**config.mk**
```make
export PLATFORM = sky130hd
export DESIGN_NAME = branch_redirect_unit
export DESIGN_NICKNAME = d
export VERILOG_FILES = /design/src/rtl/rob_pkg.sv /design/src/rtl/bq_age_compare.sv /design/src/rtl/branch_redirect_unit.sv
export SDC_FILE = /design/constraint.sdc
export NUM_CORES = 2
export LEC_CHECK = 0
export ABC_CLOCK_PERIOD_IN_PS = 10700
export BUFFER_PORTS_ARGS = -buffer_cell sky130_fd_sc_hd__buf_2
export CORE_MARGIN = 10
export CORE_UTILIZATION = 25
export DETAILED_ROUTE_END_ITERATION = 8
export GPL_TIMING_DRIVEN = 0
export PLACE_DENSITY = 0.4
export SLEW_MARGIN = 20
export SYNTH_ARGS = -nofsm -noshare
export SYNTH_HDL_FRONTEND = slang
export SYNTH_SLANG_ARGS = --single-unit
```
**constraint.sdc**
```tcl
create_clock -name clk -period 10.7 [get_ports clk]
set_input_delay 1.07 -clock clk [delete_from_list [all_inputs] [get_ports clk]]
set_output_delay 1.07 -clock clk [all_outputs]
set_load 0.02 [all_outputs]
```
**src/rtl/rob_pkg.sv**
```systemverilog
// ---------------------------------------------------------------------------
// rob_pkg
// Shared types and constants for the branch redirect unit.
//   bq_entry_t  : one branch-queue record (prediction plus resolved outcome)
//   bru_state_e : redirect FSM states
//   BQ_DEPTH_DEF / ROB_TAG_W_DEF : default geometry
//   ROB_TAG_W_MAX : width of the tag field held in an entry; the top-level
//                   ROB_TAG_W parameter must not exceed it.
// ---------------------------------------------------------------------------
package rob_pkg;

    localparam int BQ_DEPTH_DEF  = 8;
    localparam int ROB_TAG_W_DEF = 6;
    localparam int ROB_TAG_W_MAX = 16;

    typedef enum logic [1:0] {
        BRU_IDLE     = 2'd0,
        BRU_FLUSH    = 2'd1,
        BRU_REDIRECT = 2'd2
    } bru_state_e;

    typedef struct packed {
        logic                     valid;
        logic                     resolved;
        logic                     pred_taken;
        logic [63:0]              pc;
        logic [63:0]              pred_tgt;
        logic [ROB_TAG_W_MAX-1:0] rob_tag;
        logic                     act_taken;
        logic [63:0]              act_tgt;
    } bq_entry_t;

    // Sequential next PC of a not-taken branch (wraps at 2^64).
    function automatic logic [63:0] fallthrough_pc(input logic [63:0] pc);
        return pc + 64'd4;
    endfunction

endpackage

```
**src/rtl/bq_age_compare.sv**
```systemverilog
// ---------------------------------------------------------------------------
// bq_age_compare
// Combinational older-than test between two branch-queue indices.
// Age is the distance from the current head, modulo the queue depth, so a
// smaller distance means the entry was allocated earlier.
//   head_idx_i : index part of the BQ head pointer
//   a_idx_i    : candidate index A
//   b_idx_i    : candidate index B
//   a_older_o  : 1 when A is strictly older than B
// ---------------------------------------------------------------------------
module bq_age_compare #(
    parameter int IDX_W = 3
) (
    input  logic [IDX_W-1:0] head_idx_i,
    input  logic [IDX_W-1:0] a_idx_i,
    input  logic [IDX_W-1:0] b_idx_i,
    output logic             a_older_o
);

    logic [IDX_W-1:0] a_off;
    logic [IDX_W-1:0] b_off;

    // Unsigned subtraction wraps naturally at the queue depth.
    assign a_off     = a_idx_i - head_idx_i;
    assign b_off     = b_idx_i - head_idx_i;
    assign a_older_o = (a_off < b_off);

endmodule

```
**src/rtl/branch_redirect_unit.sv**
```systemverilog
// ---------------------------------------------------------------------------
// branch_redirect_unit
// Holds front-end predictions in a circular branch queue, compares them with
// branch-unit outcomes, and on a mispredict issues a one-cycle ROB flush
// followed by a fetch redirect handshake. Retiring branches produce a
// predictor-training pulse one cycle later.
//
// Ports
//   clk, rst                  clock, synchronous active-high reset
//   alloc_*                   branch allocation from dispatch (program order)
//   alloc_ready / alloc_idx   queue has room and FSM idle / slot being written
//   res_*                     branch-unit outcome for queue slot res_idx
//   retire_valid              ROB retires the queue head
//   flush_valid/flush_rob_tag one-cycle squash of everything younger than tag
//   redirect_*                fetch redirect (valid/ready handshake)
//   train_*                   retired branch outcome for the predictor
//   bq_empty                  no live entries
//   dbg_state                 current FSM state (bru_state_e encoding)
//
// Handshake: redirect_valid rises with redirect_pc stable and stays high until
// the cycle redirect_ready is seen; only an older mispredict (which restarts
// the flush) or rst withdraws it early.
//
// Build option: define BRU_STATS_EN to add stat_resolved / stat_mispred,
// saturating counts of retired branches and latched mispredicts.
// ---------------------------------------------------------------------------
module branch_redirect_unit
    import rob_pkg::*;
#(
    parameter int BQ_DEPTH  = BQ_DEPTH_DEF,
    parameter int ROB_TAG_W = ROB_TAG_W_DEF,
    localparam int BQ_IDX_W = $clog2(BQ_DEPTH)
) (
    input  logic                 clk,
    input  logic                 rst,
    input  logic                 alloc_valid,
    input  logic [63:0]          alloc_pc,
    input  logic                 alloc_pred_taken,
    input  logic [63:0]          alloc_pred_tgt,
    input  logic [ROB_TAG_W-1:0] alloc_rob_tag,
    output logic                 alloc_ready,
    output logic [BQ_IDX_W-1:0]  alloc_idx,
    input  logic                 res_valid,
    input  logic [BQ_IDX_W-1:0]  res_idx,
    input  logic                 res_taken,
    input  logic [63:0]          res_target,
    input  logic                 retire_valid,
    output logic                 flush_valid,
    output logic [ROB_TAG_W-1:0] flush_rob_tag,
    output logic                 redirect_valid,
    output logic [63:0]          redirect_pc,
    input  logic                 redirect_ready,
    output logic                 train_valid,
    output logic [63:0]          train_pc,
    output logic                 train_taken,
    output logic [63:0]          train_target,
    output logic [1:0]           dbg_state,
    output logic                 bq_empty
`ifdef BRU_STATS_EN
    ,
    output logic [31:0]          stat_resolved,
    output logic [31:0]          stat_mispred
`endif
);

    localparam logic [BQ_IDX_W:0] PTR_ONE = (BQ_IDX_W+1)'(1);

    bq_entry_t              bq_q [BQ_DEPTH];
    bq_entry_t              bq_d [BQ_DEPTH];
    logic [BQ_IDX_W:0]      head_q, head_d, tail_q, tail_d;
    bru_state_e             state_q, state_d;
    logic [BQ_IDX_W-1:0]    pend_idx_q, pend_idx_d;
    logic [ROB_TAG_W-1:0]   pend_tag_q, pend_tag_d;
    logic [63:0]            redir_pc_q, redir_pc_d;
    logic                   train_valid_q, train_valid_d;
    logic [63:0]            train_pc_q, train_pc_d;
    logic                   train_taken_q, train_taken_d;
    logic [63:0]            train_target_q, train_target_d;

    logic [BQ_IDX_W-1:0]    head_idx, tail_idx, pend_off;
    logic [BQ_IDX_W:0]      flush_tail;
    logic                   full, alloc_fire;
    logic                   res_older, res_accept, res_mis;
    logic [BQ_DEPTH-1:0]    younger;

    assign head_idx   = head_q[BQ_IDX_W-1:0];
    assign tail_idx   = tail_q[BQ_IDX_W-1:0];
    assign full       = (head_idx == tail_idx) && (head_q[BQ_IDX_W] != tail_q[BQ_IDX_W]);
    assign alloc_fire = alloc_valid && alloc_ready;

    // Truncated tail keeps the mispredicted branch itself; offset is added to
    // the full head pointer so the wrap bit comes out right.
    assign pend_off   = pend_idx_q - head_idx;
    assign flush_tail = head_q + {1'b0, pend_off} + PTR_ONE;

    bq_age_compare #(.IDX_W(BQ_IDX_W)) u_res_age (
        .head_idx_i (head_idx),
        .a_idx_i    (res_idx),
        .b_idx_i    (pend_idx_q),
        .a_older_o  (res_older)
    );

    for (genvar g = 0; g < BQ_DEPTH; g++) begin : g_younger
        bq_age_compare #(.IDX_W(BQ_IDX_W)) u_age (
            .head_idx_i (head_idx),
            .a_idx_i    (pend_idx_q),
            .b_idx_i    (BQ_IDX_W'(g)),
            .a_older_o  (younger[g])
        );
    end

    // While a mispredict is pending only strictly older outcomes matter;
    // younger ones belong to the wrong path.
    assign res_accept = res_valid && bq_q[res_idx].valid &&
                        ((state_q == BRU_IDLE) || res_older);
    assign res_mis    = res_accept &&
                        ((res_taken != bq_q[res_idx].pred_taken) ||
                         (res_taken && (res_target != bq_q[res_idx].pred_tgt)));

    always_comb begin
        bq_d           = bq_q;
        head_d         = head_q;
        tail_d         = tail_q;
        state_d        = state_q;
        pend_idx_d     = pend_idx_q;
        pend_tag_d     = pend_tag_q;
        redir_pc_d     = redir_pc_q;
        train_valid_d  = 1'b0;
        train_pc_d     = train_pc_q;
        train_taken_d  = train_taken_q;
        train_target_d = train_target_q;

        if (alloc_fire) begin
            bq_d[tail_idx] = '{valid: 1'b1, resolved: 1'b0,
                               pred_taken: alloc_pred_taken, pc: alloc_pc,
                               pred_tgt: alloc_pred_tgt,
                               rob_tag: ROB_TAG_W_MAX'(alloc_rob_tag),
                               act_taken: 1'b0, act_tgt: 64'd0};
            tail_d = tail_q + PTR_ONE;
        end

        if (res_accept) begin
            bq_d[res_idx].resolved  = 1'b1;
            bq_d[res_idx].act_taken = res_taken;
            bq_d[res_idx].act_tgt   = res_target;
        end

        if (res_mis) begin
            pend_idx_d = res_idx;
            pend_tag_d = bq_q[res_idx].rob_tag[ROB_TAG_W-1:0];
            redir_pc_d = res_taken ? res_target : fallthrough_pc(bq_q[res_idx].pc);
        end

        if (retire_valid) begin
            train_valid_d           = 1'b1;
            train_pc_d              = bq_q[head_idx].pc;
            train_taken_d           = bq_q[head_idx].act_taken;
            train_target_d          = bq_q[head_idx].act_tgt;
            bq_d[head_idx].valid    = 1'b0;
            bq_d[head_idx].resolved = 1'b0;
            head_d                  = head_q + PTR_ONE;
        end

        case (state_q)
            BRU_IDLE: begin
                if (res_mis) state_d = BRU_FLUSH;
            end
            BRU_FLUSH: begin
                tail_d = flush_tail;
                for (int i = 0; i < BQ_DEPTH; i++) begin
                    if (younger[i]) begin
                        bq_d[i].valid    = 1'b0;
                        bq_d[i].resolved = 1'b0;
                    end
                end
                state_d = res_mis ? BRU_FLUSH : BRU_REDIRECT;
            end
            BRU_REDIRECT: begin
                if (res_mis)             state_d = BRU_FLUSH;
                else if (redirect_ready) state_d = BRU_IDLE;
            end
            default: state_d = BRU_IDLE;
        endcase
    end

    always_ff @(posedge clk) begin
        if (rst) begin
            for (int i = 0; i < BQ_DEPTH; i++) bq_q[i] <= '0;
            head_q         <= '0;
            tail_q         <= '0;
            state_q        <= BRU_IDLE;
            pend_idx_q     <= '0;
            pend_tag_q     <= '0;
            redir_pc_q     <= '0;
            train_valid_q  <= 1'b0;
            train_pc_q     <= '0;
            train_taken_q  <= 1'b0;
            train_target_q <= '0;
        end else begin
            bq_q           <= bq_d;
            head_q         <= head_d;
            tail_q         <= tail_d;
            state_q        <= state_d;
            pend_idx_q     <= pend_idx_d;
            pend_tag_q     <= pend_tag_d;
            redir_pc_q     <= redir_pc_d;
            train_valid_q  <= train_valid_d;
            train_pc_q     <= train_pc_d;
            train_taken_q  <= train_taken_d;
            train_target_q <= train_target_d;
        end
    end

    assign alloc_ready    = !full && (state_q == BRU_IDLE);
    assign alloc_idx      = tail_idx;
    assign bq_empty       = (head_q == tail_q);
    assign flush_valid    = (state_q == BRU_FLUSH);
    assign flush_rob_tag  = flush_valid ? pend_tag_q : '0;
    assign redirect_valid = (state_q == BRU_REDIRECT);
    assign redirect_pc    = redirect_valid ? redir_pc_q : 64'd0;
    assign train_valid    = train_valid_q;
    assign train_pc       = train_pc_q;
    assign train_taken    = train_taken_q;
    assign train_target   = train_target_q;
    assign dbg_state      = state_q;

`ifdef BRU_STATS_EN
    logic [31:0] stat_resolved_q, stat_mispred_q;

    always_ff @(posedge clk) begin
        if (rst) begin
            stat_resolved_q <= '0;
            stat_mispred_q  <= '0;
        end else begin
            if (retire_valid && (stat_resolved_q != '1)) stat_resolved_q <= stat_resolved_q + 32'd1;
            if (res_mis && (stat_mispred_q != '1))       stat_mispred_q  <= stat_mispred_q + 32'd1;
        end
    end

    assign stat_resolved = stat_resolved_q;
    assign stat_mispred  = stat_mispred_q;
`endif

    // The ROB only retires a branch whose outcome is already known.
    a_retire_resolved: assert property (@(posedge clk) disable iff (rst)
        retire_valid |-> (bq_q[head_idx].valid && bq_q[head_idx].resolved));

endmodule
```
==> run_results.csv <==
group,metric,value,unit
synthesis,syn_area,84300,µm²
grt,antenna_found_initial,137,
die,io_pins,418,
placement,gp_congestion,0.991,
job,drv_cap,0,
cells_and_area,fin_nets,10937,
routing,viasPerCell,5.60,
setup_path,slowest_stage,"buf_2",
synthesis,ys.flop_type,"dfxtp_1",
cells_and_area,stdcell_count,15442,
timing,setup_slack,2520,ps
die,row_count,213,
die,core_area,336000,µm²
setup_path,worst_path_largest_cell_delay,900,ps
setup_path,crit_fanout,10,
clocking,clkLatencyLatePin,960,ps
grt,grt_max_degree,17,
pwr,p_seq_share,41.1,%
synthesis,synth_warnings,0,
die,die_w,601,µm
routing,vias,86416,
setup_path,arrival,8980,ps
cells_and_area,final_common_cell,"nand2_1",
clocking,cts_htree_levels,4,
pwr,power_density,170,nW/µm²
pwr,leakage,33.4,nW
placement,portBuffers,231,
setup_path,start_kind,"input port",
timing,tightest_slew,1410,ps
placement,dp.cells,14993,
grt,grt_pass1_wl,728000,µm
cells_and_area,layout-drive-gt1-share,14.5,%
pwr,p_clk_share,45.1,%
clocking,cts_sinks,1821,
clocking,cts_resized,0,
cells_and_area,stdcell_area,101000,µm²
grt,grt_pass1_vias,80243,
placement,pre_cts_slack,2080,ps
cells_and_area,layout_common_cells,"nand2_1 (3072), dfxtp_1 (1821), a21oi_1 (1699)",
synthesis,ys_ff_latch,1821,
placement,dpl_cell_area,93600,µm²
die,die_h,601,µm
clocking,postCtsSetupBuffers,0,
routing,routed_wl,557000,µm
routing,wl_met1,212000,µm
setup_path,crit_buf_inv,10,
hold_path,hold_path.class,"in2reg",
timing,hold_slack,415,ps
synthesis,synthArstFlopShare,0,%
timing,setup_viol,0,
synthesis,ys_seq_area_share,43.2,%
routing,wl_met2,237000,µm
synthesis,avgSynthCellArea,8.30,µm²
clocking,cts_buffers,218,
die,dieArea,361000,µm²
setup_path,cp_top_family,"buffers and inverters",
setup_path,crit_required,11490,ps
synthesis,synth_edf_count,0,
grt,overflow,0,
setup_path,path_cells,"buf_2 > inv_2 > buf_2 > buf_2 > buf_2 > buf_12 > buf_2 > buf_2 > xnor2_1 > ha_1 > a21oi_1 > nor2_1 > nor4b_2 > a21boi_1 > and2_1 > clkbuf_1 > clkbuf_1 > o21ai_0",
setup_path,rrSetupSlack,3760,ps
synthesis,synth_cells,10153,
clocking,cts_tree,"done",
pwr,swShare,30.5,%
clocking,clk_pin_slew,70,ps
setup_path,crit_path_end_kind,"register",
placement,hpwl,416000,µm
routing,drtIter0Drc,11646,
routing,firstDrtPassIters,7,
timing,hold_violations,0,
clocking,cts-root-buf,"clkbuf_16",
die,start_util,25.1,%
routing,wire_per_inst,36.1,µm
timing,fin_worst_skew,58.7,ps
pwr,p_int,12.0,mW
pwr,p_sw,5.24,mW
routing,top_layer,"met5",
cells_and_area,syn2layout_area_growth,19.7,%
pwr,peakVddDrop,0.000138,V
setup_path,crit_path_frequent_cell,"buf_2",
timing,max_clock_freq,122,MHz
setup_path,crit_type,"in2reg",
routing,antenna_left,0,
timing,rsz0062_at_grt,"no",
clocking,holdBufCountCts,0,
timing,fin_crit_sh,76.5,%
routing,wl_met3,59600,µm
status,status,"finished, final reports clean",
pwr,comb_power_share,13.8,%
routing,drc,0,
clocking,max-clock-path-buffers,4,
synthesis,syn-num-nets,10391,
timing,fin_crit,8180,ps
timing,slew_headroom,6.00,%
synthesis,synth_cell_types,95,
grt,grt_use_total,29.1,%
timing,finalMaxSlewViolations,0,
pwr,power,17.2,mW
[stage by stage]
step / TNS (ps) / utilization (%)
final: 0 / 30.0
after global routing: 0 / 30.0
after CTS: 0 / 30.0
after detailed placement: 0 / 27.8
after global placement: -5870 / 27.1
after floorplan: 0 / -
[cells by family (layout without fill, tap and decap cells)]
| family | count (synthesis) | after routing | share of synthesized area, % |
|---|---|---|---|
| AO/OA/AOI/OAI | 2261 | 2261 | 15.4 |
| XOR/XNOR | 105 | 105 | 1.09 |
| adder cells (fa/ha/maj) | 29 | 29 | 0.457 |
| buffers and inverters | 1147 | 1859 | 6.22 |
| flip-flops | 1821 | 1821 | 43.2 |
| multiplexers | 623 | 623 | 13.0 |
| other | 0 | 62 | 0 |
| AND/OR/NAND/NOR | 4167 | 4167 | 20.5 |
[path summary, 6_finish.rpt]
| kind | startpoint | cells after the start | endpoint |
|---|---|---|---|
| min | alloc_pc[34] | 3 | register |
| min reg2reg | register | 2 | register |
| max reg2reg | head_q[2] | 16 | redir_pc_q[38] |
| max | res_idx[2] | 18 | redir_pc_q[38] |
[worst reg2reg max path, delay by kind of cell (launching register included)]
family / cells / cell delay, ps
buffers and inverters: 7 / 3070
xor gates and xnor gates: 2 / 900
adders and majority gates: 1 / 320
AOI/OAI and AO/OA: 3 / 930
and+or+nand+nor: 3 / 1040
DFF: 1 / 540
[synth_stat cells, types with 23 or more instances]
cell type  count  area, µm²
nor3_1        29        145
a22o_1        32        280
nor2_1       218        818
mux2_2        73        822
o22ai_1       34        213
a22oi_1       59        443
ha_1          26        325
nand4_1       25        156
buf_4        169       1270
xor2_1        46        403
a21oi_1     1699       8500
clkbuf_1     720       2700
a311oi_1     137       1200
o21ai_0       51        255
inv_1         32        120
a221oi_1      40        350
mux4_2       370       8330
buf_1        123        462
mux2i_1      178       1780
nand2_1     3072      11500
nor4_1        23        144
and2_1        97        607
a211oi_1      59        443
xnor2_1       59        517
nand3_1      556       2780
a221o_1       35        350
dfxtp_1     1821      36500
buf_2         75        375
[layer usage]
metal	vias to the layer above	track usage [%]
met2	5583	43.5
li1	36208	-
met3	1462	8.37
met1	43113	35.6
met5	-	0
met4	50	21.4
[power by group through the flow]
stage,logic [mW],clock network (mW),registers [mW]
floorplan,1.04,0,7.20
global placement,2.17,0,7.21
detailed placement,2.27,0,7.22
CTS,2.28,7.77,7.07
global route,2.38,8.02,7.09
finish,2.37,7.76,7.08
[layout make-up]
class / instances / area (µm²)
Fill cell: 36102 / 235000
Multi-Input combinational cell: 7185 / 42600
Sequential cell: 1821 / 36500
Clock buffer: 341 / 6610
Tap cell: 4515 / 5650
Buffer: 1113 / 5340
Timing Repair Buffer: 326 / 3390
Clock inverter: 45 / 536
Antenna cell: 62 / 155
Inverter: 34 / 128
Power figures use the tool's default switching activity.
